===== src/rtl/breakpoint_unit.sv =====
// PC breakpoint table with hit/continue/skip sequencing feeding the clock/halt controller.
// Optional saturating hit counter enabled by defining BREAKPOINT_HIT_COUNT_EN.
module breakpoint_unit #(
    parameter int ADDR_WIDTH = 16,
    parameter int NUM_BP     = 4,
    localparam int IDX_W     = (NUM_BP > 1) ? $clog2(NUM_BP) : 1
) (
    input  logic                  i_clk,
    input  logic                  i_resetn,
    input  logic                  i_breakpointEnableN,
    input  logic [ADDR_WIDTH-1:0] i_pc,
    input  logic                  i_instrStart,
    input  logic                  i_ctrlInstrFinishedN,
    input  logic                  i_continue,
    input  logic                  i_bpWrEn,
    input  logic [IDX_W-1:0]      i_bpIdx,
    input  logic [ADDR_WIDTH-1:0] i_bpAddr,
    input  logic                  i_bpValid,
    output logic                  o_breakpointHitN,
    output logic [IDX_W-1:0]      o_hitIdx,
    output logic [7:0]            o_hitCount
);

    typedef enum logic [1:0] {
        ARMED = 2'd0,
        HIT   = 2'd1,
        SKIP  = 2'd2
    } bpState_e;

    bpState_e          stateReg;
    bpState_e          stateNext;
    logic              loadHit;
    logic [NUM_BP-1:0] matchVec;
    logic              anyMatch;
    logic [IDX_W-1:0]  winIdx;
    logic              hitNReg;
    logic [IDX_W-1:0]  hitIdxReg;

    // One register pair per entry; out-of-range indices decode to no entry and are dropped.
    genvar gi;
    generate
        for (gi = 0; gi < NUM_BP; gi++) begin : gen_entry
            localparam logic [IDX_W-1:0] ENTRY_IDX = IDX_W'(gi);
            logic                  validReg;
            logic [ADDR_WIDTH-1:0] addrReg;

            always_ff @(posedge i_clk or negedge i_resetn) begin
                if (!i_resetn) begin
                    validReg <= 1'b0;
                    addrReg  <= '0;
                end else if (i_bpWrEn && (i_bpIdx == ENTRY_IDX)) begin
                    validReg <= i_bpValid;
                    addrReg  <= i_bpAddr;
                end
            end

            assign matchVec[gi] = validReg && (addrReg == i_pc);
        end
    endgenerate

    // Scan from the top so the lowest matching index is the one left standing.
    always_comb begin
        anyMatch = 1'b0;
        winIdx   = '0;
        for (int k = NUM_BP - 1; k >= 0; k--) begin
            if (matchVec[k]) begin
                anyMatch = 1'b1;
                winIdx   = IDX_W'(k);
            end
        end
    end

    // SKIP behaves as ARMED in the cycle its instruction finishes, so back-to-back starts can hit.
    always_comb begin
        stateNext = stateReg;
        loadHit   = 1'b0;
        case (stateReg)
            HIT: begin
                if (i_breakpointEnableN) begin
                    stateNext = ARMED;
                end else if (i_continue) begin
                    stateNext = SKIP;
                end
            end
            default: begin
                if ((stateReg == ARMED) || !i_ctrlInstrFinishedN) begin
                    if (!i_breakpointEnableN && i_instrStart && anyMatch) begin
                        stateNext = HIT;
                        loadHit   = 1'b1;
                    end else begin
                        stateNext = ARMED;
                    end
                end
            end
        endcase
    end

    always_ff @(posedge i_clk or negedge i_resetn) begin
        if (!i_resetn) begin
            stateReg  <= ARMED;
            hitNReg   <= 1'b1;
            hitIdxReg <= '0;
        end else begin
            stateReg <= stateNext;
            hitNReg  <= (stateNext != HIT);
            if (loadHit) begin
                hitIdxReg <= winIdx;
            end
        end
    end

    assign o_breakpointHitN = hitNReg;
    assign o_hitIdx         = hitIdxReg;

`ifdef BREAKPOINT_HIT_COUNT_EN
    logic [7:0] hitCountReg;

    always_ff @(posedge i_clk or negedge i_resetn) begin
        if (!i_resetn) begin
            hitCountReg <= '0;
        end else if (loadHit && (hitCountReg != 8'hFF)) begin
            hitCountReg <= hitCountReg + 8'd1;
        end
    end

    assign o_hitCount = hitCountReg;
`else
    assign o_hitCount = '0;
`endif

endmodule


===== config.mk =====
export PLATFORM = sky130hd
export DESIGN_NAME = breakpoint_unit
export DESIGN_NICKNAME = d
export VERILOG_FILES = /design/src/rtl/breakpoint_unit.sv
export SDC_FILE = /design/constraint.sdc
export NUM_CORES = 1
export LEC_CHECK = 0
export ABC_AREA = 1
export ABC_CLOCK_PERIOD_IN_PS = 1450
export CORE_ASPECT_RATIO = 1.2
export CORE_MARGIN = 10
export CORE_UTILIZATION = 47
export DETAILED_ROUTE_END_ITERATION = 10
export GPL_ROUTABILITY_DRIVEN = 0
export PLACE_DENSITY = 0.7
export SETUP_SLACK_MARGIN = 0.02
export SLEW_MARGIN = 5
export SYNTH_ARGS = -nofsm -noshare
export SYNTH_HDL_FRONTEND = slang
export SYNTH_SLANG_ARGS = --single-unit

===== constraint.sdc =====
create_clock -name i_clk -period 1.45 [get_ports i_clk]
set_input_delay 0.29 -clock i_clk [delete_from_list [all_inputs] [get_ports i_clk]]
set_output_delay 0.29 -clock i_clk [all_outputs]
set_load 0.05 [all_outputs]

After elaboration in Yosys (flattened, before gate mapping). Cells that the tools add are included.

Flip-flop bits (word level): 73. Input port bits: 42. Output and inout bits: 11. Logic and storage cells: 51.

Eq/ne operators: 9. Mux-type cells: 16. Reductions and logical operators: 15.

Operators by type and width (count): 16-bit == test (4); 2-bit two-way mux (8); 1-bit logical AND (10); 1-bit two-way mux (8); 2-bit by 1-bit == test with 1-bit output (second input constant) (2); 2-bit == test (second input constant) (2); 2-bit logical NOT (2); 1-bit logical NOT (2); 2-bit by 1-bit inequality test with 1-bit output (second input constant) (1); 1-bit logical OR (1).

Longest topological paths before layout. Gate-level depths: netlist (run 1).

Depth after elaboration: 11. Mapped depth: 12. Depth with buffers taken out: 12.

Worst setup path before layout (run 1). OpenSTA, ideal clock, no wires.

Kind: register to register. Start point: reg gen_entry[3].addrReg[11]. End point: reg hitIdxReg[0] (netlist: o_hitIdx[0]). Library setup time: 0.118 ns. Data arrival time: 1.098 ns. Data required time: 1.332 ns. Setup slack: 0.234 ns. Cell stages (with the launch flop): 11. Buffers on the path: 0. Period minus slack after synthesis: 1.216 ns. Cell sequence: dfrtp_1 > nand2_2 > nand2_2 > nor2_2 > nand2_1 > nor2_2 > nand3_1 > nand2_1 > nand2_2 > nand3_1 > nand2_1.

Cells in the longest elaborated chain, start to end: 10. Elaborated cells between the ends (all ways): 14. Those cells by class: 1 x eq/ne; 11 x mux; 2 x reduce/logical.

RTL lines: from (decl) (RTL line 45) `logic [ADDR_WIDTH-1:0] addrReg;`; from (signal assigned) (RTL line 53) `addrReg <= i_bpAddr;`; 16-bit == test * (RTL line 57) `assign matchVec[gi] = validReg && (addrReg == i_pc);`; 1-bit logical AND * (RTL line 57); 1-bit two-way mux (4 in series) (RTL line 66) `if (matchVec[k]) begin`; 1-bit logical AND (RTL line 87) `if (!i_breakpointEnableN && i_instrStart && anyMatch) begin`; 1-bit two-way mux (RTL line 87); 1-bit two-way mux (RTL line 86) `if ((stateReg == ARMED) || !i_ctrlInstrFinishedN) begin`; 1-bit two-way mux (RTL line 77) `case (stateReg)`; to (signal assigned) (RTL line 107) `hitIdxReg <= winIdx;`; to (decl) (RTL line 37) `logic [IDX_W-1:0] hitIdxReg;`.

Mark *: on every way between the ends. The rest lies on a longest branch, timed or not. A chain may end at the register's enable or synchronous reset.

Final worst setup path (run 1).
Start point: reg gen_entry[0].addrReg[13]. End point: reg hitIdxReg[0] (netlist: o_hitIdx[0]).

Cells in the longest elaborated chain, start to end: 7. Elaborated cells between the ends (all ways): 8. Those cells by class: 1 x eq/ne; 5 x mux; 2 x reduce/logical.

RTL lines (RTL line): from (decl) (45); from (signal assigned) (53); 16-bit == test * (57); 1-bit logical AND * (57); 1-bit two-way mux (66); 1-bit logical AND (87); 1-bit two-way mux (87); 1-bit two-way mux (86); 1-bit two-way mux (77).

Marked as above.

==> results of run 1 <==
[metrics by stage]
stage | TNS [ns] | cell area, µm² | power [µW] | setup WS [ns] | instances
floorplan | 0 | 3821 | 3234 | 0.2338 | 519
global placement | -1.908 | 4457 | 3643 | -0.5075 | 648
detailed placement | -2.685 | 4457 | 3678 | -0.5319 | 648
CTS | 0 | 4677 | 5369 | 0.02407 | 665
global route | -0.2053 | 4765 | 5714 | -0.07739 | 671
finish | 0 | 4765 | 5381 | 0.02061 | 671
[cell usage after synthesis (all sizes together) (2+ instances only)]
master    n
nor2     34
buf       8
xor2     12
o31ai     2
nand3    10
clkbuf   12
dfrtp    72
inv      69
o211ai    3
nand2   178
or2       2
o21ai    98
nor3      4
[power groups by stage]
stage	clock [µW]	sequential [µW]	combinational [µW]
floorplan	0	2530	699
global placement	0	2590	1050
detailed placement	0	2600	1080
CTS	1720	2570	1080
global route	1810	2610	1290
finish	1690	2570	1120
[cell families (layout without fill, tap and decap cells)]
logic type / after synthesis / after routing / share of synthesized area
and+or+nand+nor: 230 / 230 / 0.2470
AOI/OAI and AO/OA: 106 / 106 / 0.1444
buffers and inverters: 89 / 149 / 0.09594
DFF: 73 / 73 / 0.4817
xor gates and xnor gates: 13 / 13 / 0.03000
other: 1 / 8 / 0.0009882
[final timing paths]
kind / endpoint / start / slack (ns)
min reg2reg: gen_entry[2].addrReg[11] / gen_entry[2].addrReg[11] / 0.49
max reg2reg: o_hitIdx[0] / gen_entry[0].addrReg[13] / 0.02
min: gen_entry[3].addrReg[7] / i_resetn / 0.49
min in group i_clk: gen_entry[2].addrReg[11] / gen_entry[2].addrReg[11] / 0.49
max: o_hitIdx[0] / gen_entry[0].addrReg[13] / 0.02
max in group asynchronous: o_breakpointHitN / i_resetn / 0.62
[worst min-delay path: stages]
cell and delay (ns):
dlygate4sd3_1 0.52, buf_2 0.12, buf_12 0.32
[area by class of cell]
class                   count  area [µm²]
fillers                   728        3030
flip-flops and latches     73        1828
multi-input cells         357        1690
repair buffers             64       668.1
inverters                  69       259.0
clock buffers              13       138.9
well taps                  92       115.1
clock inverters             3       65.06
[routing by layer]
metal,vias up,track usage,part of all wire
met5,-,0,0
met3,21,0.03147,0.057
met1,1539,0.1971,0.42
met4,0,0.07951,0.026
li1,1710,-,-
met2,79,0.2773,0.49
[flip-flops by register name (all words and copies together) (netlist names)]
| name | cells |
|---|---|
| o_hitIdx | 2 |
| stateReg | 2 |
| o_breakpointHitN | 1 |
| gen_entry.validReg | 4 |
| gen_entry.addrReg | 64 |
[timing repair]
action                                  CTS  global route
endpoints found under the setup margin    4             4
pin swaps                                 9            25
hold endpoints to repair                 72             0
buffers inserted                          0             6
hold buffers                              1             0
resized for setup                        23            16
==> impl_metrics.toml, run 1 <==
[route]
routed_wl_um = 9592
drc = 0
drtAntennaViolNets = 0
dr.pass1.iters = 4
viasPerCell = 4.991
wl_per_cell_um = 14.30
first_iter_violations = 201
via_count = 3349

[clock_tree]
cts_buffers = 9
cts.clk_slew.worst_paths_ns = 0.07
cts_sinks = 73
clockBufferDepth = 2
htreeDepth = 3
cts_tree = "built"
clock_latency_ns = 0.35
cts-root-buf = "clkbuf_8"

[die]
rows = 35
ioPinCount = 53
core_area_um2 = 7795
die_h_um = 118.4
dieWidth_um = 102.0
die_area_um2 = 12080
initial_core_util = 0.4868

[power]
ir_drop_mv = 0.6871
power.internal_uw = 3787
power_frac_seq = 0.478
power_density_nw_per_um2 = 1129
p_sw_uw = 1594
p_leak_uw = 0.002452
comb_power_share = 0.208
switching_share = 0.2963
clkPwrFrac = 0.314

[timing]
slew_viol_final = 0
hold_viol = 0
finalSetupViolCount = 0
fmax_mhz = 699.6
min_period_ns = 1.429
holdWs_ns = 0.4865
fin_skew_ns = 0.01003
rsz0062_at_grt = "true"
finalCritPeriodShare = 0.9858

[synth]
synth_top_area_frac = 0.4748
yosysWarnings = 0
synth_edf_count = 0
ys_ff_latch = 73
synth_cell_types = 26
synthArstFlopShare = 1.000
syn_area_um2 = 3795
synth_cells = 512
synthFlopType = "dfrtp_1"
netlist_top_cells_area = "dfrtp_1, nand2_1, o21ai_0, inv_1, nor2_1"
avgSynthCellArea_um2 = 7.412
yosysTopAreaCell = "dfrtp_1"
ys_seq_area_frac = 0.4817

[global_route]
antenna_found_initial = 0
grt_start_max_net_pins = 74
grt_pass1_vias = 3456
grt_use_total = 0.1657
grt-ovfl-total = 0
grt_pass1_wl_um = 16030

[placement]
portBuffers = 44
dpl.hpwl_um = 6976

[hold_path]
hold_class = "in2async"

[finish]
final_common_cell = "nand2_1"
utilization = 0.6112
drive_gt1_frac = 0.1364
layout_common_cells = "nand2_1, o21ai_0, dfrtp_1"
n_antenna_cell = 0
nets = 616
area_growth_pct = 25.55

[worst_setup_path]
cp.buffers_inverters = 0
r2r_cells = 11
critical_path_class = "reg2reg"
slowest_delay_ns = 0.41
critPathTopFamily = "simple AND/OR/NAND/NOR gates"
critPathArrivalTime_ns = 1.73
cp_common_cell = "nand2_1"
required_ns = 1.75
cpMaxStageDelayCell = "dfrtp_1"
cp_max_fo = 4
crit_chain = "nand2_2, o21ai_0, nor2_1, nand2_1, nor2_2, nand3_2, nand2_2, nand2_4, nand2_1, nand2_1, nand2_1"
worst_setup_path_start_kind = "register"
cp-end-kind = "register"
cp.depth = 11

[flow_run]
drv_cap = 0

[outcome]
outcome = "completed"
No activity file was read; power rests on OpenSTA's default activity.
==> run 2, diff against run 1 <==
--- a/config.mk
+++ b/config.mk
@@ -9,10 +9,9 @@
 export ABC_CLOCK_PERIOD_IN_PS = 1450
 export CORE_ASPECT_RATIO = 1.2
 export CORE_MARGIN = 10
-export CORE_UTILIZATION = 47
+export CORE_UTILIZATION = 35
 export DETAILED_ROUTE_END_ITERATION = 10
 export GPL_ROUTABILITY_DRIVEN = 0
-export PLACE_DENSITY = 0.7
 export SETUP_SLACK_MARGIN = 0.02
 export SLEW_MARGIN = 5
 export SYNTH_ARGS = -nofsm -noshare
==> run 2 against run 1 <==
The flow now finishes with violations (setup timing); final cell count grew 4.6%; die area grew 28%; sequential cell count is the same; critical path depth is 1 lower; wire length grew 4.5%; worst setup slack got worse by 0.027 ns; combinational power about the same; final area increased by 1.1%; via count about the same; core utilization shrank 16 points; count of clock-buffer cells in the layout did not move; global-route usage fell by 3.2 points.
==> impl_metrics.toml, run 2 (same netlist as run 1, synthesis figures left out) <==
[outcome]
outcome = "finished with violations"
violations = "setup timing"

[timing]
fin_ws_ns = -0.006112
finalCritPeriodShare = 1.004
holdWs_ns = 0.4898
hold_viol = 0
min_period_ns = 1.456
finalSetupViolCount = 1
fin_skew_ns = 0.005039
slew_viol_final = 0
rsz0062_at_grt = "true"
fmax_mhz = 686.8

[die]
core_area_um2 = 10570
ioPinCount = 53
die_h_um = 134.1
rows = 41
die_area_um2 = 15420
initial_core_util = 0.3591
dieWidth_um = 115.1

[finish]
largest_registers = "gen_entry.addrReg x64, gen_entry.validReg x4"
n_antenna_cell = 0
fin_area_um2 = 4815
largest-register = "gen_entry.addrReg"
nets = 610
final_common_cell = "nand2_1"
largest_reg_flops = 64
area_growth_pct = 26.87
drive_gt1_frac = 0.1239
layout_common_cells = "nand2_1, o21ai_0, dfrtp_1"

[route]
viasPerCell = 4.769
drc = 0
drtAntennaViolNets = 0
met2_wirelength_um = 4766
via_count = 3348
top_layer = "met4"
first_iter_violations = 173
dr.pass1.iters = 4
wl_per_cell_um = 14.28
met3_length_um = 556
routed_wl_um = 10030
wl_met1_um = 4434

[global_route]
grt_start_max_net_pins = 74
antenna_found_initial = 0
grt_pass1_wl_um = 16420
grt_pass1_vias = 3419
grt-ovfl-total = 0
grt_use_total = 0.1335

[clock_tree]
htreeDepth = 3
clockBufferDepth = 2
clock_latency_ns = 0.33
cts_buffers = 9
cts_tree = "built"
cts.clk_slew.worst_paths_ns = 0.06
cts-root-buf = "clkbuf_16"
cts_sinks = 73

[power]
power.internal_uw = 4042
ir_drop_mv = 0.5025
comb_power_share = 0.191
p_leak_uw = 0.002435
switching_share = 0.2947
clkPwrFrac = 0.359
p_sw_uw = 1689
power_density_nw_per_um2 = 1190
power_frac_seq = 0.451

[worst_setup_path]
cpMaxStageDelayCell = "dfrtp_1"
cp_common_cell = "nand2_1"
critPathArrivalTime_ns = 1.67
worst_setup_path_start_kind = "register"
cp_max_fo = 4
cp.buffers_inverters = 0
cp-end-kind = "register"
critPathTopFamily = "simple AND/OR/NAND/NOR gates"
r2r_slack_ns = -0.006
critical_path_class = "reg2reg"
slowest_delay_ns = 0.40
required_ns = 1.67
crit_chain = "nand2_1, o21ai_1, nor2_1, nand2_1, nor2_1, nand3_1, nand2_1, nand2_2, nand3_2, nand2_1"

[placement]
dpl.hpwl_um = 7380
portBuffers = 44
dpl_cell_area_um2 = 4481

[flow_run]
drv_cap = 0

[hold_path]
hold_class = "reg2reg"
## run 2: worst register-to-register path, stage by stage (launching register included)
cell	delay (ns)
dfrtp_1	0.40
nand2_1	0.08
o21ai_1	0.06
nor2_1	0.16
nand2_1	0.08
nor2_1	0.11
nand3_1	0.09
nand2_1	0.09
nand2_2	0.10
nand3_2	0.12
nand2_1	0.06
## run 2: metrics by stage
step	utilization	power, µW	std cells	worst slack [ns]	TNS [ns]
floorplan	-	3234	519	0.2338	0
global placement	0.4240	3655	682	-0.5602	-2.158
detailed placement	0.4240	3685	682	-0.5758	-2.999
CTS	0.4525	5754	700	0.01346	0
global route	0.4556	6063	702	-0.1132	-0.3137
finish	0.4556	5731	702	-0.006112	-0.006112
## run 2: worst paths after layout
kind	from	end	cells past startpoint
max	gen_entry[3].addrReg[6]	o_hitIdx[0]	10
min	gen_entry[2].addrReg[1]	gen_entry[2].addrReg[1]	2
max reg2reg	gen_entry[3].addrReg[6]	o_hitIdx[0]	10
min reg2reg	gen_entry[2].addrReg[1]	gen_entry[2].addrReg[1]	2
max in group asynchronous	i_resetn	o_breakpointHitN	3
min in group asynchronous	i_resetn	gen_entry[2].addrReg[11]	3
## run 2: power by group through the flow
stage / clock (µW) / sequential (µW) / combinational [µW]
global route: 2190 / 2630 / 1250
detailed placement: 0 / 2610 / 1080
global placement: 0 / 2600 / 1050
floorplan: 0 / 2530 / 699
CTS: 2090 / 2580 / 1090
finish: 2050 / 2580 / 1090
## run 2: metal layers
layer,GRT usage,up-vias
li1,-,1693
met1,0.1582,1539
met2,0.2209,96
met3,0.03079,20
met4,0.06336,0
met5,0,-
## run 2: final cells by class
cell class	instances	area, µm²
well taps	129	161.4
multi-input cells	357	1675
inverters	69	259.0
flip-flops and latches	73	1828
clock buffers	13	260.3
repair buffers	58	615.6
clock inverters	3	15.01
fillers	1064	5753
## run 2: repair_timing
action,4_1_cts,5_1_grt
setup buffers,1,2
cloned,0,0
resized for setup,30,8
endpoints found under the hold margin,5,0
pin swaps,19,13
hold buffers,1,0
endpoints found under the setup margin,4,4
